`src/rtl/accum_table_wr_seq.sv`:
```
// accum_table_wr_seq
//   Write-side sequencer feeding the accumulator-table write-address control
//   stage. A start in IDLE captures the sub-matrix position, waits out the
//   systolic-array fill latency, issues one write enable per sub-row and then
//   waits for the column skew to drain before pulsing done.
//
// Ports
//   clk           rising-edge clock
//   reset         asynchronous active-low reset
//   start         request one pass; sampled only in IDLE
//   abort         synchronous cancel of the current pass
//   submat_m_in   sub-matrix row position, captured with start
//   submat_n_in   sub-matrix column position, captured with start
//   wr_en_out     write enable to the write-address control stage
//   sub_row_out   row index within the sub-matrix
//   submat_m_out  captured sub-matrix row position
//   submat_n_out  captured sub-matrix column position
//   busy          high while a pass is in progress
//   done          one-cycle pulse in the final drain cycle
module accum_table_wr_seq #(
    parameter int unsigned MAX_OUT_ROWS = 128,
    parameter int unsigned MAX_OUT_COLS = 128,
    parameter int unsigned SYS_ARR_ROWS = 16,
    parameter int unsigned SYS_ARR_COLS = 16,
    parameter int unsigned FILL_CYCLES  = 16,
    localparam int unsigned MCount = MAX_OUT_ROWS / SYS_ARR_ROWS,
    localparam int unsigned NCount = MAX_OUT_COLS / SYS_ARR_COLS,
    localparam int unsigned MW     = (MCount > 1) ? $clog2(MCount) : 1,
    localparam int unsigned NW     = (NCount > 1) ? $clog2(NCount) : 1,
    localparam int unsigned RW     = (SYS_ARR_ROWS > 1) ? $clog2(SYS_ARR_ROWS) : 1,
    localparam int unsigned CntMax = (FILL_CYCLES > SYS_ARR_COLS) ? FILL_CYCLES : SYS_ARR_COLS,
    localparam int unsigned CW     = (CntMax > 1) ? $clog2(CntMax) : 1
) (
    input  logic          clk,
    input  logic          reset,
    input  logic          start,
    input  logic          abort,
    input  logic [MW-1:0] submat_m_in,
    input  logic [NW-1:0] submat_n_in,
    output logic          wr_en_out,
    output logic [RW-1:0] sub_row_out,
    output logic [MW-1:0] submat_m_out,
    output logic [NW-1:0] submat_n_out,
    output logic          busy,
    output logic          done
);

    typedef enum logic [1:0] {StIdle, StFill, StWrite, StDrain} state_e;

    state_e        state_q;
    logic [CW-1:0] cnt_q;     // shared by FILL and DRAIN; counts down to 0
    logic [RW-1:0] row_q;
    logic          wr_en_q;
    logic [MW-1:0] m_q;
    logic [NW-1:0] n_q;
    logic          busy_q;
    logic          done_q;

    always_ff @(posedge clk or negedge reset) begin
        if (!reset) begin
            state_q <= StIdle;
            cnt_q   <= '0;
            row_q   <= '0;
            wr_en_q <= 1'b0;
            m_q     <= '0;
            n_q     <= '0;
            busy_q  <= 1'b0;
            done_q  <= 1'b0;
        end else if (abort) begin
            // Highest priority; in IDLE this leaves everything unchanged and
            // also swallows a simultaneous start.
            state_q <= StIdle;
            cnt_q   <= '0;
            row_q   <= '0;
            wr_en_q <= 1'b0;
            busy_q  <= 1'b0;
            done_q  <= 1'b0;
        end else begin
            unique case (state_q)
                StIdle: begin
                    if (start) begin
                        m_q     <= submat_m_in;
                        n_q     <= submat_n_in;
                        cnt_q   <= CW'(FILL_CYCLES - 1);
                        state_q <= StFill;
                        busy_q  <= 1'b1;
                    end
                end
                StFill: begin
                    if (cnt_q == '0) begin
                        state_q <= StWrite;
                        wr_en_q <= 1'b1;
                        row_q   <= '0;
                    end else begin
                        cnt_q <= cnt_q - CW'(1);
                    end
                end
                StWrite: begin
                    if (row_q == RW'(SYS_ARR_ROWS - 1)) begin
                        state_q <= StDrain;
                        wr_en_q <= 1'b0;
                        row_q   <= '0;
                        cnt_q   <= CW'(SYS_ARR_COLS - 1);
                        // A one-cycle drain makes its first cycle the last one.
                        done_q  <= (SYS_ARR_COLS == 1);
                    end else begin
                        row_q <= row_q + RW'(1);
                    end
                end
                StDrain: begin
                    if (cnt_q == '0) begin
                        state_q <= StIdle;
                        busy_q  <= 1'b0;
                        done_q  <= 1'b0;
                    end else begin
                        cnt_q  <= cnt_q - CW'(1);
                        done_q <= (cnt_q == CW'(1));
                    end
                end
                default: begin
                    state_q <= StIdle;
                    busy_q  <= 1'b0;
                    done_q  <= 1'b0;
                    wr_en_q <= 1'b0;
                end
            endcase
        end
    end

    assign wr_en_out    = wr_en_q;
    assign sub_row_out  = row_q;
    assign submat_m_out = m_q;
    assign submat_n_out = n_q;
    assign busy         = busy_q;
    assign done         = done_q;

endmodule

```
`config.mk`:
```
export PLATFORM = sky130hd
export DESIGN_NAME = accum_table_wr_seq
export DESIGN_NICKNAME = d
export VERILOG_FILES = /design/src/rtl/accum_table_wr_seq.sv
export SDC_FILE = /design/constraint.sdc
export NUM_CORES = 1
export LEC_CHECK = 0
export CAP_MARGIN = 20
export CORE_UTILIZATION = 49
export DETAILED_ROUTE_END_ITERATION = 16
export HOLD_SLACK_MARGIN = 0.1
export MAX_ROUTING_LAYER = met4
export PLACE_DENSITY = 0.8
export RECOVER_POWER = 100
export SETUP_SLACK_MARGIN = 0.3
export SYNTH_ARGS = -nofsm -noshare
export SYNTH_HDL_FRONTEND = slang
export SYNTH_SLANG_ARGS = --single-unit
export TNS_END_PERCENT = 1
```
`constraint.sdc`:
```
create_clock -name clk -period 2.45 [get_ports clk]
set_clock_uncertainty 0.05 [all_clocks]
set_input_delay 0.49 -clock clk [delete_from_list [all_inputs] [get_ports clk]]
set_output_delay 0.49 -clock clk [all_outputs]
set_load 0.01 [all_outputs]
```
==> summary.md, run 1 <==
| Metric | Value |
|---|---|
| Diode count | 0 |
| Synthesized area | 0.001033 mm^2 |
| Cells after Synth | 96 |
| H-tree levels | 1 |
| Largest net degree at the start of global routing | 20 |
| DR iter-0 viols | 11 |
| Core Region | 0.001982 mm^2 |
| Final setup vio count | 0 |
| CP required | 2.61 ns |
| Leak | 0.0006161 uW |
| Commonest non-fill, non-tap cell in the layout | dfrtp_1 |
| Vias | 812 |
| Max Slew Vio Count | 0 |
| Via count of the first global-routing pass | 720 |
| Crit. Startpoint | abort |
| Worst Path Arrival | 2.22 ns |
| Most frequent cells in the layout | dfrtp_1, dlygate4sd3_1, mux2_2, inv_1 |
| Height of the die | 47.93 um |
| Core Util, Final | 67.05% |
| WL per Instance | 12.57 um |
| Share of cells above drive strength 1 | 16.00% |
| Slew Limit Headroom | 33.29% |
| Initial antenna violation count | 0 |
| #FFs+latches synth | 19 |
| CTS clk-pin slew, worst paths | 0.11 ns |
| CTS Buf Count | 3 |
| Asr flop ratio synth | 100.0% |
| Routability congestion estimate | 0.8111 |
| Die area | 0.002297 mm^2 |
| Drt total wl | 1911 um |
| Grt ovf | 0 |
| Outcome | completed |
| WHS | 0.4598 ns |
| Clock Latency Late Sink | 0.31 ns |
| Setup repair after global routing missed its margin | no |
| Hold Startpoint | submat_n_out[0]$_DFFE_PN0P_ |
| Synthesized Nets | 113 |
| Critical Setup Path Class | in2reg |
| Period utilization | 84.15% |
| CP max FO | 7 |
| Hold Fails Final Rpt | 0 |
| Crit path launch type | input port |
| Post-Syn Area per Cell | 10.77 um^2 |
| Sequential share of the synthesized area | 46.00% |
| VDD IR-drop max | 0.5751 mV |
| Root Buffer Master | clkbuf_4 |
| Final HPWL DP | 1513 um |
| Min-Delay Path Depth | 1 |
| Total GRT Usage | 19.73% |
| Die extent in x | 47.93 um |
| Residual antenna-violating net count after detailed routing | 0 |
| RR Endpoint | state_q[0]$_DFFE_PN0P_ |
| Hold Path End | submat_n_out[0]$_DFFE_PN0P_ |
| # nets final | 143 |
| Fill cells | 147 |
| Worst r2r src | state_q[0]$_DFFE_PN0P_ |
| Achievable Freq | 0.4851 GHz |
| Power Density | 984.3 mW/mm^2 |
| Synth unique cells | 29 |
| Ys Warns | 0 |
| Global-route wire length before repair | 2932 um |
| Post-synth EDFFs | 0 |
| Maxcap violations | 0 |
| Top Ports | 23 |
| CTS Sinks | 19 |
| Least-Margin Pin Slew | 1.001 ns |
| Area growth syn-to-layout | 28.57% |
| Worst setup EP type | flop |
| Total negative slack | 0 ns |
| Routed vias/inst | 5.342 |
| Drt first pass iters | 4 |
| Slack of the worst reg-to-reg path | 0.45 ns |
| Clock Path Buffers | 2 |
| Num rows | 16 |
| Starting Density | 52.15% |
| Tmin final | 2.062 ns |
| CTS tree | done |
| R2R depth | 6 |
| Top_reg_cell synth | dfrtp_1 |
| Hold crit path type | reg2reg |
| Input/output buffers | 22 |
| Remaining DRCs | 0 |
[flip-flops by register name, indices dropped and copies added, names as in the netlist]
signal	flops
wr_en_out	1
sub_row_out	4
submat_n_out	3
submat_m_out	3
done	1
state_q	2
busy	1
cnt_q	4
[stage by stage]
| step | instance area [um^2] | setup WS (ns) | std cells | power [uW] |
|---|---|---|---|---|
| 5_1_grt | 1329 | 0.2852 | 152 | 1425 |
| 3_5_place_dp | 1313 | 0.2647 | 148 | 1187 |
| 2_1_floorplan | 1033 | 0.6630 | 96 | 939.0 |
| 3_3_place_gp | 1313 | 0.3248 | 148 | 1155 |
| 4_1_cts | 1340 | 0.4833 | 152 | 1349 |
| 6_report | 1329 | 0.3884 | 152 | 1308 |
[cell usage after synthesis (all sizes together), types with 2 or more instances]
cell / n / share of area [%]
xnor2: 2 / 1.7
ha: 7 / 8.5
nand3: 2 / 0.97
nor2: 5 / 1.8
nor3: 4 / 1.9
mux2: 10 / 11
a31oi: 2 / 1.2
nand2b: 2 / 1.2
nor2b: 2 / 1.2
dfrtp: 19 / 46
inv: 8 / 2.9
a21oi: 7 / 3.4
o21ai: 6 / 2.9
nand2: 5 / 1.8
[layer usage]
layer	wire [um]	global-route usage, %	vias up
li1	-	-	400
met1	807	21.80	397
met2	1019	32.43	12
met5	0	-	-
met3	52	5.660	3
met4	32	9.444	0
[power by group]
part           leakage (uW)  internal (uW)  switching (uW)  total (uW)
Sequential         0.000239            427             101         528
Combinational      0.000359            334             283         616
Clock             0.0000177           61.1             103         164
[cell families after synthesis]
family / after synthesis / share of synthesized area (%)
and+or+nand+nor: 27 / 15.01
AOI/OAI and AO/OA: 21 / 13.56
DFF: 19 / 46.01
muxes: 11 / 11.86
buffers and inverters: 9 / 3.389
adders and majority gates: 7 / 8.474
xor gates and xnor gates: 2 / 1.695
[worst max-delay path, cell delays in order]
cell	delay [ns]
dlygate4sd3_1	0.59
clkbuf_1	0.30
nor3_1	0.12
a31oi_1	0.34
mux2_2	0.38
[what timing repair did]
action                                  in CTS  in global routing
endpoints found under the setup margin       0                  1
setup buffers                                0                  0
hold buffers                                 0                  0
resized for setup                            0                  1
hold endpoints to repair                     0                  0
[area by class of cell]
type,instances,area [um^2],share of cell area (%)
timing repair buffer,26,239.0,17.98
tap,27,33.78,2.542
clock buffer,3,22.52,1.695
sequential,19,475.5,35.78
multi-input combinational,68,523.0,39.36
clock inverter,1,5.005,0.3766
inverter,8,30.03,2.260
[worst max path at each step]
stage                                   to  slack, ns  cells after the start
floorplan             cnt_q[1]$_DFFE_PN0P_       0.66                      6
global placement    state_q[0]$_DFFE_PN0P_       0.32                      4
detailed placement  state_q[0]$_DFFE_PN0P_       0.26                      4
CTS                 state_q[0]$_DFFE_PN0P_       0.48                      6
global route        state_q[0]$_DFFE_PN0P_       0.29                      6
finish                cnt_q[1]$_DFFE_PN0P_       0.39                      5
Note: power is estimated with default switching activity, not from simulation.
==> inputs of run 2 (changes only) <==
==> constraint.sdc (replaced) <==
create_clock -name clk -period 1.9 [get_ports clk]
set_clock_uncertainty 0.05 [all_clocks]
set_input_delay 0.38 -clock clk [delete_from_list [all_inputs] [get_ports clk]]
set_output_delay 0.38 -clock clk [all_outputs]
set_load 0.01 [all_outputs]
==> run 2 against run 1 <==
Against the previous run:
- die area stayed put
- via count increased by 14%
- cell count grew 11%
- clock power is 30% higher
- sequential share of layout area fell by 5.3 points
- sequential power up 30%
- non-clock buffer count increased by 17
==> summary.md, run 2 (synthesis gave the netlist of run 1 again) <==
| Metric | Value |
|---|---|
| Area growth syn-to-layout | 51.33% |
| CTS Buf Count | 3 |
| Crit path launch type | input port |
| Input/output buffers | 22 |
| Num rows | 16 |
| CTS tree | done |
| Final setup vio count | 0 |
| Core Region | 0.001982 mm^2 |
| Drt total wl | 2435 um |
| Routed vias/inst | 5.473 |
| Total negative slack | 0 ns |
| Diode count | 0 |
| Maxcap violations | 0 |
| Flop pwr share | 32.6% |
| WHS | 0.4614 ns |
| Hold Path End | wr_en_out$_DFFE_PN0P_ |
| CP Cell Sequence | clkdlybuf4s50_1, buf_4, nor3_1, a31oi_4, mux2_2 |
| CP max FO | 10 |
| Outcome | completed |
| Worst Path Arrival | 1.94 ns |
| Tmin final | 1.791 ns |
| Worst setup EP type | flop |
| RR Endpoint | state_q[0]$_DFFE_PN0P_ |
| VDD IR-drop max | 0.9446 mV |
| CP required | 2.05 ns |
| Slack of the worst reg-to-reg path | 0.13 ns |
| Slew Limit Headroom | 31.99% |
| Starting Density | 52.15% |
| Grt ovf | 0 |
| Hold Fails Final Rpt | 0 |
| Period utilization | 94.29% |
| Most frequent cells in the layout | dfrtp_1, buf_4, dlygate4sd3_1, mux2_2, clkdlybuf4s50_1 |
| Slowest CP cell | clkdlybuf4s50_1 |
| Max Slew Vio Count | 0 |
| Worst r2r src | state_q[0]$_DFFE_PN0P_ |
| Drt first pass iters | 5 |
| Crit-path max cell delay | 0.46 ns |
| Setup repair after global routing missed its margin | yes |
| Residual antenna-violating net count after detailed routing | 0 |
| Critical Setup Path Class | in2reg |
| Top Ports | 23 |
| # hold bufs at CTS | 0 |
| Height of the die | 47.93 um |
| Hold Startpoint | wr_en_out$_DFFE_PN0P_ |
| Root Buffer Master | clkbuf_4 |
| Achievable Freq | 0.5582 GHz |
| Leak | 0.0007084 uW |
| Routability congestion estimate | 0.8375 |
| Internal | 1320 uW |
| Least-Margin Pin Slew | 1.020 ns |
| Clock Latency Late Sink | 0.30 ns |
| CTS clk-pin slew, worst paths | 0.11 ns |
| Buf/Inv on CP | 2 |
| CTS Sinks | 19 |
| Sw power | 790.0 uW |
| Final HPWL DP | 1708 um |
| Clock Path Buffers | 2 |
| Die area | 0.002297 mm^2 |
| WL per Instance | 14.41 um |
| Largest net degree at the start of global routing | 20 |
| Min-Delay Path Depth | 2 |
| Hold crit path type | reg2reg |
| Dominant delay contributor by cell family on the critical path | buffers and inverters |
| # nets final | 160 |
| Power Density | 1349 mW/mm^2 |
| R2R depth | 4 |
| Global-route wire length before repair | 3498 um |
| Share of cells above drive strength 1 | 37.32% |
| Initial antenna violation count | 0 |
| Via count of the first global-routing pass | 777 |
| H-tree levels | 1 |
| Die extent in x | 47.93 um |
| Remaining DRCs | 0 |
| Total GRT Usage | 23.15% |
| Logic pwr share | 57.2% |
| Clock share of power | 10.1% |
| Switching part of the total | 37.45% |
| DR iter-0 viols | 26 |
| Vias | 925 |
-- run 2: how the worst max path moves through the flow --
stage	startpoint	to	slack, ns	cells after the start
final	abort	cnt_q[2]$_DFFE_PN0P_	0.11	5
after global routing	sub_row_out[0]$_DFFE_PN0P_	sub_row_out[0]	0.06	1
after CTS	state_q[0]$_DFFE_PN0P_	state_q[0]$_DFFE_PN0P_	0.14	6
after detailed placement	abort	cnt_q[2]$_DFFE_PN0P_	-0.11	5
after global placement	abort	submat_m_out[2]$_DFFE_PN0P_	-0.05	5
after floorplan	state_q[0]$_DFFE_PN0P_	state_q[0]$_DFFE_PN0P_	0.22	4
-- run 2: stage by stage --
stage / utilization, % / setup slack [ns] / instance area (um^2) / power [uW] / std cells
global route: 78.91 / 0.06023 / 1564 / 2240 / 169
global placement: 73.74 / -0.05278 / 1461 / 1723 / 155
CTS: 78.79 / 0.1405 / 1562 / 2108 / 167
finish: 78.91 / 0.1085 / 1564 / 2110 / 169
floorplan: - / 0.2238 / 1130 / 1357 / 96
detailed placement: 73.74 / -0.1082 / 1461 / 1775 / 155
-- run 2: what timing repair did --
item / in CTS / in global routing
resized for setup: 2 / 3
setup endpoints to repair: 29 / 31
pin swaps: 2 / 3
setup buffers: 8 / 2
-- run 2: routing by layer --
metal | track usage (%) | part of all wire (%) | vias to the layer above
met2 | 38.38 | 49 | 30
met5 | - | 0 | -
met4 | 8.333 | 2.2 | 0
met1 | 28.44 | 45 | 451
li1 | - | - | 434
met3 | 3.396 | 3.8 | 10
-- run 2: final cells by class --
cell class / count / area [um^2]
Fill cell: 116 / 417.9
Inverter: 8 / 35.03
Tap cell: 27 / 33.78
Sequential cell: 19 / 476.7
Multi-Input combinational cell: 68 / 621.8
Timing Repair Buffer: 43 / 370.4
Clock buffer: 4 / 26.28
-- run 2: power by group through the flow --
stage	sequential (uW)	clock (uW)	combinational (uW)
after detailed placement	713	0	1060
after floorplan	738	0	619
after global routing	713	227	1300
after CTS	695	213	1200
final	689	214	1210
after global placement	701	0	1020
-- run 2: worst reg2reg max path, cell delays in order, from the launching register on --
cell	delay, ns
dfrtp_2	0.49
ha_2	0.24
or2_2	0.32
a31o_2	0.28
mux2_4	0.29
==> inputs of run 3 (changes only) <==
--- a/config.mk
+++ b/config.mk
@@ -6,11 +6,11 @@
 export NUM_CORES = 1
 export LEC_CHECK = 0
 export CAP_MARGIN = 20
-export CORE_UTILIZATION = 49
+export CORE_UTILIZATION = 42
 export DETAILED_ROUTE_END_ITERATION = 16
 export HOLD_SLACK_MARGIN = 0.1
 export MAX_ROUTING_LAYER = met4
-export PLACE_DENSITY = 0.8
+export PLACE_DENSITY = 0.7
 export RECOVER_POWER = 100
 export SETUP_SLACK_MARGIN = 0.3
 export SYNTH_ARGS = -nofsm -noshare
==> run 3 against run 2 <==
Against the previous run:
- sequential cell count stayed put
- via count down 2.6%
- hold slack better by 0.0039 ns
- cell count increased by 4.1%
- first-iteration DRC count down 69%
- clock power grew 7%
- sequential share of layout area down 1.4 points
- routed wire length increased by 6.4%
- die area increased by 16%
- critical path depth fell by 4
- critical endpoint is now sub_row_out[1]
- highest routed layer unchanged
==> summary.md, run 3 (synthesis gave the netlist of run 1 again) <==
| Metric | Value |
|---|---|
| Total GRT Usage | 22.23% |
| DR iter-0 viols | 8 |
| DP Worst Slack | -0.1266 ns |
| Area growth syn-to-layout | 58.72% |
| Commonest non-fill, non-tap cell in the layout | buf_4 |
| CTS Sinks | 19 |
| Grt ovf | 0 |
| Critical Setup Path Class | reg2out |
| Residual antenna-violating net count after detailed routing | 0 |
| Placed cells | 156 |
| Power Total | 2163 uW |
| CTS tree | done |
| Tmin final | 1.782 ns |
| CTS clk-pin slew, worst paths | 0.13 ns |
| Final HPWL DP | 1675 um |
| Initial antenna violation count | 0 |
| Drt first pass iters | 2 |
| Core Region | 0.002276 mm^2 |
| Drt total wl | 2591 um |
| Height of the die | 51.61 um |
| Slew Limit Headroom | 27.86% |
| Crit path launch type | flop |
| Hold Fails Final Rpt | 0 |
| CP required | 1.47 ns |
| H-tree levels | 1 |
| VDD IR-drop max | 1.015 mV |
| Power Density | 1318 mW/mm^2 |
| Least-Margin Pin Slew | 1.082 ns |
| Outcome | completed |
| Dominant delay contributor by cell family on the critical path | buffers and inverters |
| Routed vias/inst | 5.119 |
| Clock Path Buffers | 2 |
| Via count of the first global-routing pass | 920 |
| Worst Path Arrival | 1.35 ns |
| Achievable Freq | 0.5612 GHz |
| Num rows | 17 |
| Final setup vio count | 0 |
| Buf/Inv on CP | 1 |
| WL per Instance | 14.72 um |
| # nets final | 166 |
| Slack of the worst reg-to-reg path | 0.14 ns |
| Top Ports | 23 |
| Largest net degree at the start of global routing | 20 |
| Most frequent cells in the layout | buf_4, dfrtp_1, dlygate4sd3_1, mux2_2 |
| Total negative slack | 0 ns |
| Root Buffer Master | clkbuf_4 |
| Die extent in x | 51.61 um |
| Hold crit path type | reg2reg |
| Share of cells above drive strength 1 | 42.57% |
| Clock Latency Late Sink | 0.31 ns |
| Diode count | 0 |
| Setup repair after global routing missed its margin | yes |
| Crit-path max cell delay | 0.61 ns |
| Fill cells | 173 |
| CP Cell Sequence | dlygate4sd3_1 |
| Die area | 0.002663 mm^2 |
| Routability congestion estimate | 0.7395 |
| CP max FO | 3 |
| Global-route wire length before repair | 4153 um |
| Leak | 0.0007539 uW |
| Final non-filler cell total | 176 |
| Slowest CP cell | dlygate4sd3_1 |
| Starting Density | 45.41% |
| Worst setup margin | 0.1182 ns |
| Remaining DRCs | 0 |
| CTS Buf Count | 3 |
| Vias | 901 |
| Maxcap violations | 0 |
| Max Slew Vio Count | 0 |
| Input/output buffers | 22 |
| Worst setup EP type | primary output |
| Period utilization | 93.78% |
-- run 3: per-layer routing --
layer	part of all wire, %	global-route usage (%)	up-vias
li1	-	-	445
met1	45	26.65	440
met2	52	37.45	14
met3	2.4	3.801	2
met4	0.73	8.108	0
met5	0	-	-
-- run 3: metrics by stage --
stage                     utilization (%)  area, um^2  hold WS [ns]
after floorplan                         -        1130       0.03441
after global placement              64.27        1463        0.4363
after detailed placement            64.27        1463        0.4425
after CTS                           69.32        1578        0.3375
after global routing                72.07        1640        0.4843
final                               72.07        1640        0.4653
-- run 3: final timing paths --
| path | start | endpoint | cells after the start |
|---|---|---|---|
| worst max-delay path | sub_row_out[1]$_DFFE_PN0P_ | sub_row_out[1] | 1 |
| worst min-delay path | submat_n_out[2]$_DFFE_PN0P_ | submat_n_out[2]$_DFFE_PN0P_ | 1 |
| worst min register to register | submat_n_out[2]$_DFFE_PN0P_ | submat_n_out[2]$_DFFE_PN0P_ | 1 |
| max in group asynchronous | reset | state_q[0]$_DFFE_PN0P_ | 2 |
| worst max register to register | state_q[0]$_DFFE_PN0P_ | state_q[0]$_DFFE_PN0P_ | 5 |
| min in group asynchronous | reset | sub_row_out[3]$_DFFE_PN0P_ | 2 |
-- run 3: layout make-up --
cell class	count	area (um^2)	area share [%]
multi-input cells	68	651.9	39.74
flip-flops and latches	19	476.7	29.06
repair buffers	49	416.7	25.40
well taps	28	35.03	2.136
inverters	8	32.53	1.983
clock buffers	3	22.52	1.373
clock inverters	1	5.005	0.3051
-- run 3: worst register-to-register path, cell delays in order, from the launching register on --
cell	delay [ns]
dfrtp_2	0.49
buf_6	0.14
ha_4	0.16
or2_4	0.25
a31o_2	0.27
mux2_4	0.30
-- run 3: where the power goes --
| part | total (uW) | internal (uW) | switching (uW) |
|---|---|---|---|
| Clock | 229 | 78.7 | 151 |
| Combinational | 1250 | 720 | 534 |
| Sequential | 679 | 551 | 128 |
-- run 3: timing repair --
item                       in CTS  in global routing
buffers inserted               10                  6
resized for setup               4                  8
hold buffers                    0                  0
pin swaps                       3                  4
setup endpoints to repair      29                 30
